### src/rtl/csirx_pkg.sv
// Shared types for the CSI receive path: pixel word width, framer states
// and the FIFO entry carrying frame markers alongside the pixel data.
package csirx_pkg;

    localparam int PIX_WORD_W = 64;

    typedef enum logic [1:0] {
        IDLE   = 2'd0,
        ACTIVE = 2'd1,
        DONE   = 2'd2,
        DROP   = 2'd3
    } fsm_state_e;

    typedef struct packed {
        logic                  sof;
        logic                  eol;
        logic [PIX_WORD_W-1:0] data;
    } fifo_entry_t;

    // Counter width for a modulus n; never narrower than one bit.
    function automatic int cnt_w(input int n);
        return (n > 1) ? $clog2(n) : 1;
    endfunction

endpackage

### src/rtl/axis_fifo_fwft.sv
// Synchronous first-word-fall-through FIFO. The head entry is presented
// combinationally from storage, so a word written into an empty FIFO is
// visible the cycle after the write. Read and write may coincide at any
// occupancy, including full.
module axis_fifo_fwft #(
    parameter int WIDTH = 66,
    parameter int DEPTH = 64
) (
    input  logic             clk_i,
    input  logic             rst_n_i,
    input  logic             wr_en_i,
    input  logic [WIDTH-1:0] wr_data_i,
    input  logic             rd_en_i,
    output logic [WIDTH-1:0] rd_data_o,
    output logic             full_o,
    output logic             empty_o
);

    localparam int AW = $clog2(DEPTH);

    logic [AW-1:0]    wr_ptr_q, rd_ptr_q;
    logic [AW:0]      count_q, count_d;
    logic [WIDTH-1:0] mem_q [DEPTH];
    logic             do_wr, do_rd;

    assign empty_o = (count_q == '0);
    assign full_o  = (count_q == (AW+1)'(DEPTH));
    assign do_rd   = rd_en_i && !empty_o;
    // A write while full only lands if the head is leaving in the same cycle.
    assign do_wr   = wr_en_i && (!full_o || do_rd);

    // Empty FIFO presents zeros so idle outputs never carry stale data.
    assign rd_data_o = empty_o ? '0 : mem_q[rd_ptr_q];

    // Occupancy update for the four read/write combinations.
    always_comb begin
        count_d = count_q;
        if (do_wr && !do_rd) begin
            count_d = count_q + (AW+1)'(1);
        end else if (!do_wr && do_rd) begin
            count_d = count_q - (AW+1)'(1);
        end
    end

    // Pointer and occupancy registers.
    always_ff @(posedge clk_i or negedge rst_n_i) begin
        if (!rst_n_i) begin
            wr_ptr_q <= '0;
            rd_ptr_q <= '0;
            count_q  <= '0;
        end else begin
            count_q <= count_d;
            if (do_wr) wr_ptr_q <= wr_ptr_q + AW'(1);
            if (do_rd) rd_ptr_q <= rd_ptr_q + AW'(1);
        end
    end

    // Storage array; contents are qualified by occupancy so it needs no reset.
    always_ff @(posedge clk_i) begin
        if (do_wr) mem_q[wr_ptr_q] <= wr_data_i;
    end

endmodule

### src/rtl/csi_axis_framer.sv
// Frames the non-stallable CSI pixel stream into AXI4-Stream video
// (tuser = start of frame, tlast = end of line), buffers it against
// downstream backpressure and drops the remainder of a frame on overflow.
//
// state  | meaning
// IDLE   | between frames, input words ignored
// ACTIVE | capturing words of the current frame into the FIFO
// DONE   | full frame captured, any further word is a frame error
// DROP   | FIFO overflowed, rest of this frame discarded
module csi_axis_framer
    import csirx_pkg::*;
#(
    parameter int WORDS_PER_LINE  = 480,
    parameter int LINES_PER_FRAME = 1080,
    parameter int FIFO_DEPTH      = 64
) (
    input  logic                  rxbyteclkhs,
    input  logic                  rxbyteclkhs_resetn,
    input  logic                  frame_active,
    input  logic                  s_valid,
    input  logic [PIX_WORD_W-1:0] s_data,
    output logic                  m_axis_tvalid,
    input  logic                  m_axis_tready,
    output logic [PIX_WORD_W-1:0] m_axis_tdata,
    output logic                  m_axis_tuser,
    output logic                  m_axis_tlast,
    input  logic                  clear_status,
    output logic                  overflow,
    output logic                  frame_err,
    output logic [15:0]           frame_count
);

    localparam int COL_W = cnt_w(WORDS_PER_LINE);
    localparam int ROW_W = cnt_w(LINES_PER_FRAME);
    localparam logic [COL_W-1:0] COL_LAST = COL_W'(WORDS_PER_LINE - 1);
    localparam logic [ROW_W-1:0] ROW_LAST = ROW_W'(LINES_PER_FRAME - 1);

    fsm_state_e       state_q, state_d;
    logic             fa_q;
    logic [COL_W-1:0] col_q, col_d;
    logic [ROW_W-1:0] row_q, row_d;
    logic             overflow_q, overflow_d;
    logic             frame_err_q, frame_err_d;
    logic [15:0]      frame_count_q, frame_count_d;

    logic             fa_rise, fa_fall;
    logic             set_ovf, set_err;
    logic             wr_en, rd_en, write_ok;
    logic             fifo_full, fifo_empty;
    fifo_entry_t      wr_entry, head;

    assign fa_rise  = frame_active && !fa_q;
    assign fa_fall  = !frame_active && fa_q;
    assign rd_en    = !fifo_empty && m_axis_tready;
    assign write_ok = !fifo_full || rd_en;

    // Framer FSM, column/row tracking and status set/clear.
    always_comb begin
        state_d       = state_q;
        col_d         = col_q;
        row_d         = row_q;
        frame_count_d = frame_count_q;
        set_ovf       = 1'b0;
        set_err       = 1'b0;
        wr_en         = 1'b0;
        wr_entry.sof  = (col_q == '0) && (row_q == '0);
        wr_entry.eol  = (col_q == COL_LAST);
        wr_entry.data = s_data;

        // A rise always restarts the frame; the word on that cycle is not captured.
        if (fa_rise) begin
            set_err = (state_q == ACTIVE);
            state_d = ACTIVE;
            col_d   = '0;
            row_d   = '0;
        end else begin
            case (state_q)
                ACTIVE: begin
                    if (fa_fall) begin
                        set_err = 1'b1;
                        state_d = IDLE;
                    end else if (s_valid) begin
                        if (write_ok) begin
                            wr_en = 1'b1;
                            if (wr_entry.eol) begin
                                col_d = '0;
                                if (row_q == ROW_LAST) begin
                                    row_d         = '0;
                                    frame_count_d = frame_count_q + 16'd1;
                                    state_d       = DONE;
                                end else begin
                                    row_d = row_q + ROW_W'(1);
                                end
                            end else begin
                                col_d = col_q + COL_W'(1);
                            end
                        end else begin
                            set_ovf = 1'b1;
                            state_d = DROP;
                        end
                    end
                end
                DONE: begin
                    if (fa_fall) begin
                        state_d = IDLE;
                    end else if (s_valid) begin
                        set_err = 1'b1;
                    end
                end
                DROP: begin
                    if (fa_fall) state_d = IDLE;
                end
                default: begin
                    state_d = IDLE;
                end
            endcase
        end

        // Sticky flags: a set in the same cycle as a clear wins.
        overflow_d  = (overflow_q && !clear_status) || set_ovf;
        frame_err_d = (frame_err_q && !clear_status) || set_err;
    end

    // State, counters and status registers.
    always_ff @(posedge rxbyteclkhs or negedge rxbyteclkhs_resetn) begin
        if (!rxbyteclkhs_resetn) begin
            state_q       <= IDLE;
            fa_q          <= 1'b0;
            col_q         <= '0;
            row_q         <= '0;
            overflow_q    <= 1'b0;
            frame_err_q   <= 1'b0;
            frame_count_q <= '0;
        end else begin
            state_q       <= state_d;
            fa_q          <= frame_active;
            col_q         <= col_d;
            row_q         <= row_d;
            overflow_q    <= overflow_d;
            frame_err_q   <= frame_err_d;
            frame_count_q <= frame_count_d;
        end
    end

    axis_fifo_fwft #(
        .WIDTH ($bits(fifo_entry_t)),
        .DEPTH (FIFO_DEPTH)
    ) u_fifo (
        .clk_i     (rxbyteclkhs),
        .rst_n_i   (rxbyteclkhs_resetn),
        .wr_en_i   (wr_en),
        .wr_data_i (wr_entry),
        .rd_en_i   (rd_en),
        .rd_data_o (head),
        .full_o    (fifo_full),
        .empty_o   (fifo_empty)
    );

    assign m_axis_tvalid = !fifo_empty;
    assign m_axis_tdata  = head.data;
    assign m_axis_tuser  = head.sof;
    assign m_axis_tlast  = head.eol;
    assign overflow      = overflow_q;
    assign frame_err     = frame_err_q;
    assign frame_count   = frame_count_q;

endmodule
### config.mk
export PLATFORM = sky130hd
export DESIGN_NAME = csi_axis_framer
export DESIGN_NICKNAME = d
export VERILOG_FILES = /design/src/rtl/csirx_pkg.sv /design/src/rtl/axis_fifo_fwft.sv /design/src/rtl/csi_axis_framer.sv
export SDC_FILE = /design/constraint.sdc
export NUM_CORES = 2
export LEC_CHECK = 0
export BUFFER_PORTS_ARGS = -buffer_cell sky130_fd_sc_hd__buf_2
export CAP_MARGIN = 20
export CORE_MARGIN = 8
export CORE_UTILIZATION = 50
export DETAILED_ROUTE_END_ITERATION = 16
export PLACE_DENSITY = 0.65
export REMOVE_ABC_BUFFERS = 1
export SYNTH_ARGS = -nofsm -noshare
export SYNTH_HDL_FRONTEND = slang
export SYNTH_MEMORY_MAX_BITS = 65536
export SYNTH_SLANG_ARGS = --single-unit
### constraint.sdc
create_clock -name rxbyteclkhs -period 5.84 [get_ports rxbyteclkhs]
set_input_delay 1.168 -clock rxbyteclkhs [delete_from_list [all_inputs] [get_ports rxbyteclkhs]]
set_output_delay 1.168 -clock rxbyteclkhs [all_outputs]
set_load 0.02 [all_outputs]
### Yosys cells after proc, flatten, opt, wreduce, memory -nomap -nowiden

Memory sizes are Yosys's and may differ from the RTL's.
Cells that the tools add are included.

* bitwise gates (word level): 2
* muxes and demuxes: 41
* reductions and logical operators: 34
* eq/ne operators: 11
* add/subtract/negate cells: 7

Operators by type and width (number)
* 2-to-1 mux 11 bit: 7
* 2-to-1 mux 66 bit: 1
* 2-to-1 mux 9 bit: 6
* adder 16 x 1 -> 16 bit (second input constant): 1
* 2-to-1 mux 1 bit: 16
* 2-to-1 mux 2 bit: 7
* 2-to-1 mux 7 bit: 2
* adder 6 x 1 -> 6 bit (second input constant): 2
* adder 11 x 1 -> 11 bit (second input constant): 1
* == test 11 bit (second input constant): 1
* zero test 11 bit: 1
* logical AND 1 bit: 10
* != test 5 x 4 -> 1 bit (second input constant): 2
* nonzero test 2 bit: 5
* adder 9 x 1 -> 9 bit (second input constant): 1
* == test 9 bit (second input constant): 1
* zero test 9 bit: 1
* AND reduction 4 bit: 2
* adder 7 x 1 -> 7 bit (second input constant): 1
* == test 7 bit (second input constant): 1
* zero test 1 bit: 7
* zero test 7 bit: 1
* AND reduction 7 bit: 1
* subtractor 7 x 1 -> 7 bit (second input constant): 1
* 11 further kinds: 16

* output and inout port bits: 85
* register bits after elaboration: 60
* memories kept: 1
* bits of input ports: 70
* logic and storage cells: 106
* bits in writable memories: 4224

Memory list
* u_fifo.mem_q: words 64, width 66, read ports 1, clocked after Yosys merged registers in 0, write ports 1, RTL line axis_fifo_fwft.sv:23 `logic [WIDTH-1:0] mem_q [DEPTH];`

### Logic depth before layout (Yosys ltp)

* depth in word-level cells: 14
* gate-level depth with buffers: 13
* depth with buffers taken out: 12

### Modules after synthesis

From an unflattened synthesis, not the netlist that was laid out.

* cells, all modules: 7191
* area total of the unflattened synthesis: 163897.2 µm²

By module, submodules not included
* axis_fifo_fwft: area an instance 161553.7 µm², cells each 6944, instances 1, sequential area each 127317.1 µm²
* csi_axis_framer: area an instance 2343.5 µm², cells each 247, instances 1, sequential area each 1026.0 µm²

### Worst setup path before layout

Ideal clock, no wire load.

* path type: in2reg
* from: in frame_active
* to: mem u_fifo.mem_q[59][0], enable pin
* path slack: -198 ps
* buffers on the path: 0
* setup time: 491 ps
* stages on the path: 7
* arrival time: 5547 ps
* path through: inv_1 > ha_1 > or3b_2 > a311oi_4 > and2b_1 > nand3_1 > nor2_1

* cells in the longest elaborated chain, start to end: 8

Ends and longest elaborated chain
* start: declaration: RTL line csi_axis_framer.sv:19 `input logic frame_active,`
* zero test 1 bit: RTL line csi_axis_framer.sv:53 `assign fa_fall = !frame_active && fa_q;`
* logical AND 1 bit: RTL line csi_axis_framer.sv:53
* 2-to-1 mux 1 bit: RTL line csi_axis_framer.sv:79 `if (fa_fall) begin`
* 2-to-1 mux 1 bit: RTL line csi_axis_framer.sv:77 `case (state_q)`
* 2-to-1 mux 1 bit *: RTL line csi_axis_framer.sv:71 `if (fa_rise) begin`
* logical AND 1 bit *: RTL line axis_fifo_fwft.sv:30 `assign do_wr = wr_en_i && (!full_o || do_rd);`
* 2-to-1 mux 1 bit *: RTL line axis_fifo_fwft.sv:60 `if (do_wr) mem_q[wr_ptr_q] <= wr_data_i;`
* 2-to-1 mux 1 bit (implied by the code) *: RTL line axis_fifo_fwft.sv:60
* end: declaration: RTL line axis_fifo_fwft.sv:23

Mark *: on every way between the ends. The rest lies on a longest branch, timed or not.

### Worst setup path after layout

* from: reg u_fifo.rd_ptr_q[2]
* to: out m_axis_tdata[2]

* cells in the longest elaborated chain, start to end: 2

Ends and longest elaborated chain
* start: declaration: RTL line axis_fifo_fwft.sv:21 `logic [AW-1:0] wr_ptr_q, rd_ptr_q;`
* start signal: assignment: RTL line axis_fifo_fwft.sv:54 `if (do_rd) rd_ptr_q <= rd_ptr_q + AW'(1);`
* memory read (64 x 66 bit)
* 2-to-1 mux 66 bit: RTL line axis_fifo_fwft.sv:33 `assign rd_data_o = empty_o ? '0 : mem_q[rd_ptr_q];`
* end: declaration: RTL line csi_axis_framer.sv:24 `output logic [PIX_WORD_W-1:0] m_axis_tdata,`

Every way passes these cells.

==> reports/results.ini <==
[global_routing]
grt_start_max_net_pins = 118
grt_pass1_wl_um = 633000
met1_usage_pct = 36.1
grt_use_met3_pct = 4.48
grt_pass1_vias = 82200
overflow = 0
gr-usage-all-layers_pct = 25.7
top_usage_layer = met2
grt_use_met2_pct = 41.6
antenna_found_initial = 21

[timing]
timing.fmax_mhz = 175
finalCritPeriodShare_pct = 97.7
relSlewSlack_pct = 23.0
finalHoldViolCount = 0
rsz0062_at_grt = false
worstMarginPinSlew_ns = 1.15
drv_slew = 0
final-setup-viol-count = 0
layout_min_cycle_time_ns = 5.70
whs_ns = 0.361
tns_ns = 0
clock_skew_ns = 0.0582
setup_slack_ns = 0.137

[placed_design]
dpl.cell_count = 11700
dpl-instance-area_sq_um = 173000
post-dp-hpwl_um = 246000
pre_cts_ws_ns = 0.940
routabilityCongestion = 0.809
io_buffer_count = 154

[die]
core_area_sq_um = 327000
io_pins = 155
initial_utilization_pct = 50.1
die_w_um = 588
fp-row-count = 210
dieArea_sq_um = 346000
die_y_um = 588

[flow_run]
cap_violations = 0

[status]
status = finished clean

[cts]
numCtsBuffers = 430
cts_tree = done
htreeDepth = 5
cts_hold_buf = 0
cts_sinks = 4284
clock_path_buffers = 4
root_buffer = clkbuf_16
cts.clk_slew.worst_paths_ns = 0.06
clkLatencyLatePin_ns = 0.96

[synthesis]
async_flop_share_pct = 1.40
yosys.area.top_type_share_pct = 77.5
yosysSeqAreaShare_pct = 78.4
ys_types = 74
ys_warn_count = 0
ys_seq_elements = 4284
synth_area_sq_um = 164000
synth_area_leaders = edfxtp_1 77%, mux4_2 12%, mux2i_1 2.8%
synth_edf_count = 4224
syn_inst = 7323
ys_dominant_reg_cell = edfxtp_1
synth_top_cell_by_area = edfxtp_1
avgSynthCellArea_sq_um = 22.4

[hold_path]
hold_path_depth = 1
hp-class = in2reg

[route]
vias = 82600
vias_per_cell = 6.57
firstDrtPassIters = 5
finalWirelength_um = 455000
first_iter_violations = 11000
wl_per_cell_um = 36.2
ant_nets = 0
drc_errors = 0

[critical_path]
critical_path.top_delay_family = compound AO/OA/AOI/OAI gates
crit_chain = buf_4, nand3b_1, buf_12, o221ai_1, a211oi_1, a21oi_1, a22o_1, buf_2
crit_arrival_ns = 4.54
r2r_slack_ns = 1.46
critPathSlowestCell = dfrtp_4
path_buf_inv = 3
cp.required_ns = 4.67
cp_num_cells = 8
crit_path_max_fanout = 57
endpoint_kind = output pin
worstSetupPathType = reg2out
reg2reg_depth = 13
slowest_delay_ns = 0.79
start_kind = flop

[pwr]
powerDensity_nw_per_um2 = 466
ir_drop_mv = 0.363
power_mw = 87.1
leakagePower_nw = 59.6

[finish]
instances_no_fill = 12600
drive_above_1_share_pct = 26.0
fin_area_sq_um = 187000
layout_common_cells = 4224 x edfxtp_1, 898 x mux4_2, 450 x mux2i_1
utilization_pct = 57.2
nets = 7950
fill_cells = 23300
final_common_cell = edfxtp_1
area_growth_pct = 14.2

## cell usage after synthesis, types with 4 or more instances
master and count:
o21ai_0 72, ha_1 19, mux4_2 898, clkbuf_1 180, and2_1 5, buf_6 24, nor3b_1 4, nand2_1 127
a211oi_1 147, buf_1 30, o211ai_1 6, and3_1 6, a2111oi_0 4, xor2_1 17, buf_2 123, dfrtp_1 60
o221ai_1 100, nand3b_1 4, nand4_1 11, a31oi_1 4, or3b_2 4, edfxtp_1 4224, nand3_1 24, a311oi_1 5
xnor2_1 19, mux2i_1 450, nor2b_1 11, buf_4 52, a22oi_1 69, inv_1 27, a21oi_1 129, o31ai_1 6
nor3_1 12, a211o_1 23, o22ai_1 153, mux2_2 14, nor4_1 5, a221oi_1 12, nand2b_1 4, a22o_1 85
nor2_1 101
## cell families (layout without fill, tap and decap cells)
group                    after synthesis  in the layout  synth area share [%]
AO/OA/AOI/OAI                        842            842                  3.68
XOR/XNOR                              36             36                 0.193
adder cells (fa/ha/maj)               20             20                 0.157
buffers and inverters                441           1332                  1.37
flip-flops                          4284           4284                  78.4
multiplexers                        1362           1362                  15.2
other                                  0             13                     0
AND/OR/NAND/NOR                      338            338                 0.985
## power by group
part,internal (mW),switching (mW),total (mW)
clock,15.6,11.6,27.2
sequential,34.1,0.403,34.5
combinational,9.99,15.5,25.5
total,59.7,27.4,87.1
## sequential cells by signal (all words and copies together) (netlist names)
register,count
u_fifo.mem_q,4224
frame_count,16
row_q,11
col_q,9
u_fifo.count_q,7
u_fifo.rd_ptr_q,6
u_fifo.wr_ptr_q,6
state_q,2
fa_q,1
frame_err,1
overflow,1
## worst register-to-register path, delay by kind of cell, from the launching register on
family                     cells  cell delay (ns)
AOI/OAI and AO/OA              2             0.25
and+or+nand+nor                5             1.98
DFF                            1             0.46
xor gates and xnor gates       1             0.16
adders and majority gates      2             0.75
buffers and inverters          3             0.70
## cell type report
| cell class | count | area (sq um) | area share [%] |
|---|---|---|---|
| antenna | 13 | 32.5 | 0.0174 |
| sequential | 4284 | 128000 | 68.7 |
| clock buffer | 531 | 11400 | 6.07 |
| clock inverter | 255 | 2490 | 1.33 |
| timing repair buffer | 518 | 5470 | 2.93 |
| tap | 4346 | 5440 | 2.91 |
| inverter | 28 | 113 | 0.0602 |
| multi-input combinational | 2598 | 33700 | 18.0 |
## path summary, 6_finish.rpt
check / startpoint / endpoint
worst max-delay path: u_fifo.rd_ptr_q[2] / m_axis_tdata[2]
worst min-delay path: frame_active / fa_q
worst max register to register: u_fifo.count_q[0] / u_fifo.count_q[6]
worst min register to register: frame_count[15] / frame_count[15]
max in group asynchronous: rxbyteclkhs_resetn / u_fifo.rd_ptr_q[4]
min in group asynchronous: rxbyteclkhs_resetn / frame_count[4]
## timing repair
action | in CTS | in global routing
setup buffers | 1 | 0
resized for setup | 1 | 0
endpoints found under the setup margin | 2 | 0
## per-layer routing
layer | share of wire [%] | routed length [um]
met1 | 39 | 175000
met2 | 48 | 220000
met3 | 9.7 | 44300
met4 | 3.4 | 15400
met5 | 0.0070 | 32
Power figures use the tool's default switching activity.
